$ cat config.mk
export PLATFORM = sky130hd
export DESIGN_NAME = sram_cmd_arbiter
export DESIGN_NICKNAME = d
export VERILOG_FILES = /design/src/rtl/sram_arb_pkg.sv /design/src/rtl/sram_arb_rr2.sv /design/src/rtl/sram_cmd_arbiter.sv
export SDC_FILE = /design/constraint.sdc
export NUM_CORES = 1
export LEC_CHECK = 0
export CAP_MARGIN = 5
export CORE_ASPECT_RATIO = 1.5
export CORE_MARGIN = 5
export CORE_UTILIZATION = 60
export CTS_BUF_LIST = sky130_fd_sc_hd__clkbuf_8
export DETAILED_ROUTE_END_ITERATION = 8
export DONT_BUFFER_PORTS = 1
export HOLD_SLACK_MARGIN = 0.02
export PLACE_DENSITY = 0.81
export SLEW_MARGIN = 15
export SYNTH_ARGS = -nofsm -noshare
export SYNTH_HDL_FRONTEND = slang
export SYNTH_HIERARCHICAL = 1
export SYNTH_SLANG_ARGS = --single-unit
export TNS_END_PERCENT = 20
$ cat constraint.sdc
create_clock -name CLK -period 2.3 [get_ports CLK]
set_input_delay 0.46 -clock CLK [delete_from_list [all_inputs] [get_ports CLK]]
set_output_delay 0.46 -clock CLK [all_outputs]
set_load 0.1 [all_outputs]
$ cat src/rtl/sram_arb_pkg.sv
// Shared types and constants for the SRAM command arbiter.
// The optional response watchdog is enabled by SRAM_ARB_TIMEOUT_EN.
package sram_arb_pkg;

  typedef enum logic [1:0] {
    IDLE     = 2'd0,
    ISSUE    = 2'd1,
    WAIT_RSP = 2'd2
  } arb_state_e;

  localparam int CMD_READ  = 2;
  localparam int CMD_WRITE = 3;

  localparam logic [15:0] TIMEOUT_DATA = 16'hDEAD;

endpackage

$ cat src/rtl/sram_arb_rr2.sv
// Two-way round-robin pick with a priority pointer.
// The pointer moves to favour the other client when the owner completes.
module sram_arb_rr2
  import sram_arb_pkg::*;
(
  input  logic       clk,
  input  logic       rst_n,
  input  logic [1:0] req,
  input  logic       upd,
  input  logic       owner,
  output logic [1:0] gnt
);

  logic prio_q;
  logic prio_d;
  logic win0;
  logic win1;

  assign win0 = req[0] && (!req[1] || !prio_q);
  assign win1 = req[1] && (!req[0] ||  prio_q);

  // Priority pointer: favour the client that did not just complete.
  always_comb begin
    prio_d = prio_q;
    if (upd) prio_d = ~owner;
  end

  // Pointer register; reset favours client 0.
  always_ff @(posedge clk) begin
    if (!rst_n) prio_q <= 1'b0;
    else        prio_q <= prio_d;
  end

  // One-hot pick; the two win terms are mutually exclusive.
  always_comb begin
    gnt = '0;
    unique case (1'b1)
      win0:    gnt = 2'b01;
      win1:    gnt = 2'b10;
      default: gnt = '0;
    endcase
  end

endmodule

$ cat src/rtl/sram_cmd_arbiter.sv
// Arbitrates two clients onto a single SRAM command/response port.
// Define SRAM_ARB_TIMEOUT_EN to add the WAIT_RSP response watchdog.
module sram_cmd_arbiter
  import sram_arb_pkg::*;
#(
  parameter int DATA_W         = 16,
  parameter int CMD_W          = 4,
  parameter int TIMEOUT_CYCLES = 255
) (
  input  logic              CLK,
  input  logic              RESETN,
  input  logic              c0_req_valid,
  input  logic [CMD_W-1:0]  c0_cmd,
  input  logic [DATA_W-1:0] c0_data,
  output logic              c0_req_ready,
  output logic              c0_rsp_valid,
  output logic [DATA_W-1:0] c0_rsp_data,
  input  logic              c1_req_valid,
  input  logic [CMD_W-1:0]  c1_cmd,
  input  logic [DATA_W-1:0] c1_data,
  output logic              c1_req_ready,
  output logic              c1_rsp_valid,
  output logic [DATA_W-1:0] c1_rsp_data,
  output logic              sram_cmd_valid,
  output logic [CMD_W-1:0]  sram_cmd,
  output logic [DATA_W-1:0] sram_data,
  input  logic              sram_cmd_ready,
  input  logic              sram_rsp_valid,
  input  logic [DATA_W-1:0] sram_rsp_data,
  output logic [1:0]        grant,
  output logic              timeout_err
);

  arb_state_e        state_q, state_d;
  logic [1:0]        grant_q, grant_d;
  logic [CMD_W-1:0]  cmd_q, cmd_d;
  logic [DATA_W-1:0] data_q, data_d;
  logic [1:0]        rsp_vld_q, rsp_vld_d;
  logic [DATA_W-1:0] rsp_data_q, rsp_data_d;
  logic [1:0]        req_vec;
  logic [1:0]        pick;
  logic              done;
  logic              tmo;

  // Accept only in IDLE and not in the completion cycle, giving a t+3 turnaround.
  assign req_vec = {c1_req_valid, c0_req_valid}
                 & {2{(state_q == IDLE) && !(|rsp_vld_q)}};

  sram_arb_rr2 u_rr (
    .clk   (CLK),
    .rst_n (RESETN),
    .req   (req_vec),
    .upd   (done),
    .owner (grant_q[1]),
    .gnt   (pick)
  );

`ifdef SRAM_ARB_TIMEOUT_EN
  localparam int CNT_W = $clog2(TIMEOUT_CYCLES + 1);

  logic [CNT_W-1:0] cnt_q, cnt_d;
  logic             terr_q, terr_d;

  assign tmo = (state_q == WAIT_RSP) && !sram_rsp_valid
            && (cnt_q == CNT_W'(TIMEOUT_CYCLES - 1));

  // Count cycles spent in WAIT_RSP; the error flag is sticky.
  always_comb begin
    cnt_d  = '0;
    terr_d = terr_q | tmo;
    if (state_q == WAIT_RSP) cnt_d = cnt_q + CNT_W'(1);
  end

  // Watchdog registers.
  always_ff @(posedge CLK) begin
    if (!RESETN) begin
      cnt_q  <= '0;
      terr_q <= 1'b0;
    end else begin
      cnt_q  <= cnt_d;
      terr_q <= terr_d;
    end
  end

  assign timeout_err = terr_q;
`else
  assign tmo         = 1'b0;
  assign timeout_err = 1'b0;
`endif

  // Next-state logic: accept, issue, wait, then complete to the owner.
  always_comb begin
    state_d    = state_q;
    grant_d    = grant_q;
    cmd_d      = cmd_q;
    data_d     = data_q;
    rsp_vld_d  = '0;
    rsp_data_d = '0;
    done       = 1'b0;
    unique case (state_q)
      IDLE: begin
        if (|pick) begin
          grant_d = pick;
          cmd_d   = pick[1] ? c1_cmd  : c0_cmd;
          data_d  = pick[1] ? c1_data : c0_data;
          state_d = ISSUE;
        end
      end
      ISSUE: begin
        if (sram_cmd_ready) begin
          if (cmd_q == CMD_W'(CMD_READ)) state_d = WAIT_RSP;
          else                           done    = 1'b1;
        end
      end
      WAIT_RSP: begin
        if (sram_rsp_valid) begin
          done       = 1'b1;
          rsp_data_d = sram_rsp_data;
        end else if (tmo) begin
          done       = 1'b1;
          rsp_data_d = DATA_W'(TIMEOUT_DATA);
        end
      end
      default: state_d = IDLE;
    endcase
    if (done) begin
      rsp_vld_d = grant_q;
      grant_d   = '0;
      state_d   = IDLE;
    end
  end

  // State and datapath registers.
  always_ff @(posedge CLK) begin
    if (!RESETN) begin
      state_q    <= IDLE;
      grant_q    <= '0;
      cmd_q      <= '0;
      data_q     <= '0;
      rsp_vld_q  <= '0;
      rsp_data_q <= '0;
    end else begin
      state_q    <= state_d;
      grant_q    <= grant_d;
      cmd_q      <= cmd_d;
      data_q     <= data_d;
      rsp_vld_q  <= rsp_vld_d;
      rsp_data_q <= rsp_data_d;
    end
  end

  assign c0_req_ready   = pick[0] & RESETN;
  assign c1_req_ready   = pick[1] & RESETN;
  assign c0_rsp_valid   = rsp_vld_q[0];
  assign c1_rsp_valid   = rsp_vld_q[1];
  assign c0_rsp_data    = rsp_vld_q[0] ? rsp_data_q : '0;
  assign c1_rsp_data    = rsp_vld_q[1] ? rsp_data_q : '0;
  assign sram_cmd_valid = (state_q == ISSUE);
  assign sram_cmd       = (state_q == ISSUE) ? cmd_q  : '0;
  assign sram_data      = (state_q == ISSUE) ? data_q : '0;
  assign grant          = grant_q;

endmodule

==> impl_metrics.py, run 1 <==
metrics = {
    "setup_path": {
        "cp-startpoint": "state_q[0]",
        "worstPathRequired_ns": 1.84,
        "criticalPathCategory": "flop to output port",
        "crit_path_end_kind": "output port",
        "start_kind": "flop",
        "crit_fanout": 3,
        "worstReg2RegStart": "state_q[0]",
        "cp.arrival_ns": 1.80,
    },
    "clock_network": {
        "hold_buffers": 0,
        "cts.htree.levels": 2,
        "cts_num_sinks": 43,
        "cts_max_path_buffers": 2,
        "cts-root-buf": "clkbuf_8",
        "clock_latency_ns": 0.29,
        "clk_pin_slew_ns": 0.08,
        "cts_tree": "built",
        "cts_inserted_buffers": 5,
    },
    "job": {
        "drv_cap": 0,
    },
    "grt": {
        "track_usage": 0.2545,
        "grt_remaining_overflow": 0,
        "antenna_found_initial": 0,
        "grt_pass1_vias": 1958,
        "grt_pass1_wl_um": 9239,
        "grt_max_degree": 41,
    },
    "sta": {
        "setup_viol": 0,
        "min_period_ns": 2.257,
        "max_freq_mhz": 443.1,
        "slew_headroom": 0.6631,
        "drv_slew": 0,
        "fin_crit_sh": 0.9812,
        "hold_viol": 0,
        "worst_slew_pin_slew_ns": 0.5001,
        "fin_skew_ns": 0.004689,
    },
    "routing": {
        "ant_nets": 0,
        "dr_total_vias": 1882,
        "drc": 0,
        "detail_route.wl_per_cell_um": 19.54,
        "drt-initial-drc-count": 90,
        "first_pass_iters": 4,
        "via_per_inst": 5.738,
        "drt-total-wl_um": 6408,
    },
    "logic_synthesis": {
        "synth_nets": 291,
        "synth_top_area_cell": "dfxtp_1",
        "synth_ff_type": "dfxtp_1",
        "ys_ff_latch": 43,
        "synthArstFlopShare": 0,
        "synthTopCellsByArea": "dfxtp_1, and2_1, mux2i_1",
        "yosysWarnings": 6,
        "netlist_area_sq_um": 2095,
        "yosysUniqueCellTypes": 27,
        "synth_edf_count": 0,
        "synth_top_area_share": 0.4110,
        "synth_seq_area_share": 0.4110,
        "syn_inst": 226,
        "syn_area_per_cell_sq_um": 9.268,
    },
    "die": {
        "die_area_sq_um": 4797,
        "ioPinCount": 122,
        "start_util": 0.6191,
        "die-width_um": 58.24,
        "coreArea_sq_um": 3383,
        "rows": 26,
        "die_h_um": 82.36,
    },
    "placed_design": {
        "gp_congestion": 0.8246,
        "dp_hpwl_um": 4468,
        "io_buffers": 0,
        "post_dp_cell_area_sq_um": 2861,
    },
    "pwr": {
        "p_leak_uw": 0.001524,
        "power.density_nw_per_um2": 1147,
        "ir_worst_vdd_mv": 0.8992,
        "finalPower_uw": 3476,
    },
    "final_layout": {
        "post-route-util": 0.8961,
        "design_area_sq_um": 3032,
        "n_antenna_cell": 0,
        "syn2layout_area_growth_pct": 44.74,
        "drive_gt1_frac": 0.3531,
        "finalNetCount": 350,
    },
    "status": {
        "status": "completed",
    },
    "hold_path": {
        "min_path_type": "input pin to flop",
        "min_from": "sram_rsp_data[6]",
    },
}
## flip-flops by register name, summed over array words and instances, names as in the netlist
register	flops
cmd_q	4
data_q	16
grant	2
rsp_data_q	16
rsp_vld_q	2
state_q	2
u_rr/prio_q	1
## stage by stage
stage                TNS, ns  instances  setup WS [ns]  hold WS, ns
finish                     0        328        0.04322       0.2863
global route        -0.02014        328       -0.02014       0.2737
CTS                 -0.02596        326       -0.02349       0.2837
detailed placement  -0.09635        316       -0.09635       0.4787
global placement           0        316         0.2249       0.4703
floorplan            -0.8094        226        -0.1258       0.4641
## worst paths after layout
| path | cells past startpoint | slack (ns) | endpoint |
|---|---|---|---|
| setup / recovery | 6 | 0.04 | c0_req_ready |
| hold reg to reg | 1 | 0.50 | data_q[4] |
| setup reg to reg | 10 | 0.07 | state_q[1] |
| hold / removal | 1 | 0.29 | rsp_data_q[6] |
## layout by cell type, fill, tap and decap left out, types with 2 or more instances in the layout
master    netlist  layout
nor2_1          3       3
and2_1         69      54
dfxtp_1        43      40
dfxtp_2         0       3
clkbuf_8        0       5
a21oi_1         2       2
buf_4           1      44
and3_1          3       3
nor4bb_4        0       2
nand2_1        25      25
inv_1           5       7
mux2i_1        21      21
buf_12          0      22
o211a_1        21      21
and2_2          1      15
nor3_1          2       2
## worst max-delay path: stages, from the launching register on
cell and delay (ns):
dfxtp_2 0.34, inv_1 0.12, ha_4 0.17, nor4bb_4 0.27, a21boi_4 0.25, and2_2 0.19, buf_12 0.17
## cell families after synthesis
kind of cell    after synthesis  synth area share
other cells                   1          0.001790
mux                          21            0.1004
buf+inv                      20           0.03883
fa+ha+maj                     3           0.01792
simple gates                108            0.2975
flops                        43            0.4110
compound gates               30            0.1326
## timing repair
item                       in CTS  in global routing
gates cloned                    0                  0
setup buffers                   2                  2
hold endpoints to repair        0                  0
pin swaps                       1                  2
setup endpoints to repair       4                 22
resized for setup               4                  7
## per-layer routing
metal,track usage,wire (um),vias up
li1,-,-,877
met1,0.2339,2051,891
met2,0.5011,3659,100
met3,0.06998,535,14
met4,0.1230,162,0
met5,0,0,-
## cells in the mapped netlist, types with 2 or more instances
| master | instances |
|---|---|
| a21oi_1 | 2 |
| and2_1 | 69 |
| and3_1 | 3 |
| buf_2 | 2 |
| clkbuf_1 | 12 |
| dfxtp_1 | 43 |
| ha_1 | 3 |
| inv_1 | 5 |
| mux2i_1 | 21 |
| nand2_1 | 25 |
| nor2_1 | 3 |
| nor3_1 | 2 |
| nor4bb_1 | 2 |
| o211a_1 | 21 |
## power breakdown
| part | total (uW) | switching [uW] | internal (uW) |
|---|---|---|---|
| Combinational | 2030 | 1260 | 764 |
| Sequential | 1000 | 97.4 | 906 |
| Clock | 448 | 243 | 204 |
| Total | 3480 | 1600 | 1870 |
## area by class of cell
class,instances,area (sq um)
timing repair buffer,67,782.0
clock buffer,5,68.82
tap,42,52.55
fill,159,351.6
multi-input combinational,163,1232
inverter,5,18.77
clock inverter,3,12.51
sequential,43,864.6
Power figures use the tool's default switching activity.
==> run 2, diff against run 1 <==
--- a/config.mk
+++ b/config.mk
@@ -14,6 +14,7 @@
 export DONT_BUFFER_PORTS = 1
 export HOLD_SLACK_MARGIN = 0.02
 export PLACE_DENSITY = 0.81
+export SETUP_SLACK_MARGIN = 0.4
 export SLEW_MARGIN = 15
 export SYNTH_ARGS = -nofsm -noshare
 export SYNTH_HDL_FRONTEND = slang
==> impl_metrics.py, run 2 (synthesized netlist as in run 1, its figures left out) <==
metrics = {
    "status": {
        "status": "completed",
    },
    "die": {
        "start_util": 0.6191,
        "die_h_um": 82.36,
        "coreArea_sq_um": 3383,
        "die-width_um": 58.24,
        "ioPinCount": 122,
        "die_area_sq_um": 4797,
        "rows": 26,
    },
    "sta": {
        "max_freq_mhz": 462.8,
        "fin_crit_sh": 0.9395,
        "setup_viol": 0,
        "fin_skew_ns": 0.005454,
        "rsz0062_at_grt": "yes",
        "hold_viol": 0,
        "worst_slack_ns": 0.1392,
        "min_period_ns": 2.161,
        "drv_slew": 0,
    },
    "setup_path": {
        "regToRegSetupSlack_ns": 0.20,
        "start_kind": "flop",
        "r2r-end": "state_q[0]",
        "cp.arrival_ns": 1.70,
        "crit_path_end_kind": "output port",
        "reg2reg_depth": 9,
        "crit_fanout": 3,
        "worstReg2RegStart": "state_q[0]",
        "worstPathRequired_ns": 1.84,
        "criticalPathCategory": "flop to output port",
    },
    "pwr": {
        "netSwitchingFraction": 0.4382,
        "p_clk_frac": 0.163,
        "p_comb_frac": 0.561,
        "p_seq_frac": 0.276,
        "power.density_nw_per_um2": 1234,
        "p_leak_uw": 0.001516,
        "intPower_uw": 2070,
        "ir_worst_vdd_mv": 0.9849,
        "power.switching_uw": 1615,
    },
    "clock_network": {
        "hold_buffers": 0,
        "cts_max_path_buffers": 2,
        "clk_pin_slew_ns": 0.08,
        "cts_inserted_buffers": 5,
        "cts_num_sinks": 43,
        "cts-root-buf": "clkbuf_8",
        "clock_latency_ns": 0.29,
        "cts_tree": "built",
        "cts.htree.levels": 2,
    },
    "final_layout": {
        "design_area_sq_um": 2987,
        "drive_gt1_frac": 0.3821,
        "largestRegisters": "data_q x16, rsp_data_q x16, cmd_q x4",
        "finalNetCount": 344,
        "n_antenna_cell": 0,
        "post-route-util": 0.8828,
        "final_cell_mix": "and2_1, buf_4, dfxtp_1",
        "syn2layout_area_growth_pct": 42.59,
        "layout_commonest_cell": "and2_1",
    },
    "grt": {
        "grt_pass1_vias": 1774,
        "antenna_found_initial": 0,
        "grt_max_degree": 41,
        "grt_remaining_overflow": 0,
        "grt_pass1_wl_um": 8293,
        "track_usage": 0.2273,
    },
    "routing": {
        "drt-total-wl_um": 6148,
        "first_pass_iters": 4,
        "ant_nets": 0,
        "via_per_inst": 5.668,
        "detail_route.wl_per_cell_um": 19.09,
        "drc": 0,
        "drt-initial-drc-count": 87,
        "dr_total_vias": 1825,
    },
    "hold_path": {
        "hold_end": "rsp_data_q[11]",
        "min_path_cells": 1,
        "min_path_type": "input pin to flop",
        "min_from": "sram_rsp_data[11]",
    },
    "job": {
        "drv_cap": 0,
    },
    "placed_design": {
        "gp_congestion": 0.8192,
        "io_buffers": 0,
        "dp_hpwl_um": 4048,
        "preCtsSetupSlack_ns": -0.01875,
        "post_dp_cell_area_sq_um": 2595,
    },
}
## run 2: timing repair
action                                  CTS  global route
pin swaps                                10             5
gates cloned                              1             1
gates resized for setup                  25             6
endpoints found under the setup margin   76            76
buffers inserted                         11             3
## run 2: worst max-delay path by stage
stage	startpoint	endpoint	slack, ns	depth (start not counted)
2_1_floorplan	rsp_vld_q[1]	c1_req_ready	0.26	5
3_3_place_gp	state_q[0]	state_q[0]	0.16	8
3_5_place_dp	state_q[0]	state_q[0]	-0.02	8
4_1_cts	state_q[0]	c1_req_ready	0.18	6
5_1_grt	state_q[0]	c1_req_ready	0.09	6
6_report	state_q[0]	c1_req_ready	0.14	6
## run 2: power groups by stage
stage | clock, uW | combinational, uW | sequential, uW
finish | 600 | 2070 | 1020
floorplan | 0 | 1380 | 1070
detailed placement | 0 | 1710 | 1020
global route | 630 | 2170 | 1030
CTS | 604 | 1950 | 1010
global placement | 0 | 1650 | 998
## run 2: metal layers
| metal | vias up | wire length, um | global-route usage |
|---|---|---|---|
| li1 | 857 | - | - |
| met1 | 852 | 2162 | 0.2247 |
| met2 | 104 | 3312 | 0.4536 |
| met3 | 12 | 558 | 0.04666 |
| met4 | 0 | 115 | 0.08353 |
| met5 | - | 0 | 0 |
## run 2: layout make-up
class                      count  area, sq um
multi-input combinational    163         1291
clock inverter                 2        35.03
tap                           42        52.55
timing repair buffer          61        628.1
sequential                    43        873.3
clock buffer                   6        82.58
inverter                       5        23.77
fill                         167        396.6
## run 2: worst max-delay path, cell delays in order (launching register included)
cell,delay (ns)
dfxtp_4,0.37
inv_4,0.06
ha_4,0.13
nor4bb_4,0.25
a21boi_4,0.26
and2_4,0.17
buf_12,0.16
## run 2: metrics by stage
step	TNS (ns)	power, uW	std cells	hold WS, ns
finish	0	3685	322	0.2842
global route	0	3827	322	0.2864
CTS	0	3562	318	0.2857
detailed placement	-0.01875	2722	298	0.4866
global placement	0	2646	298	0.4731
floorplan	0	2450	226	0.4641
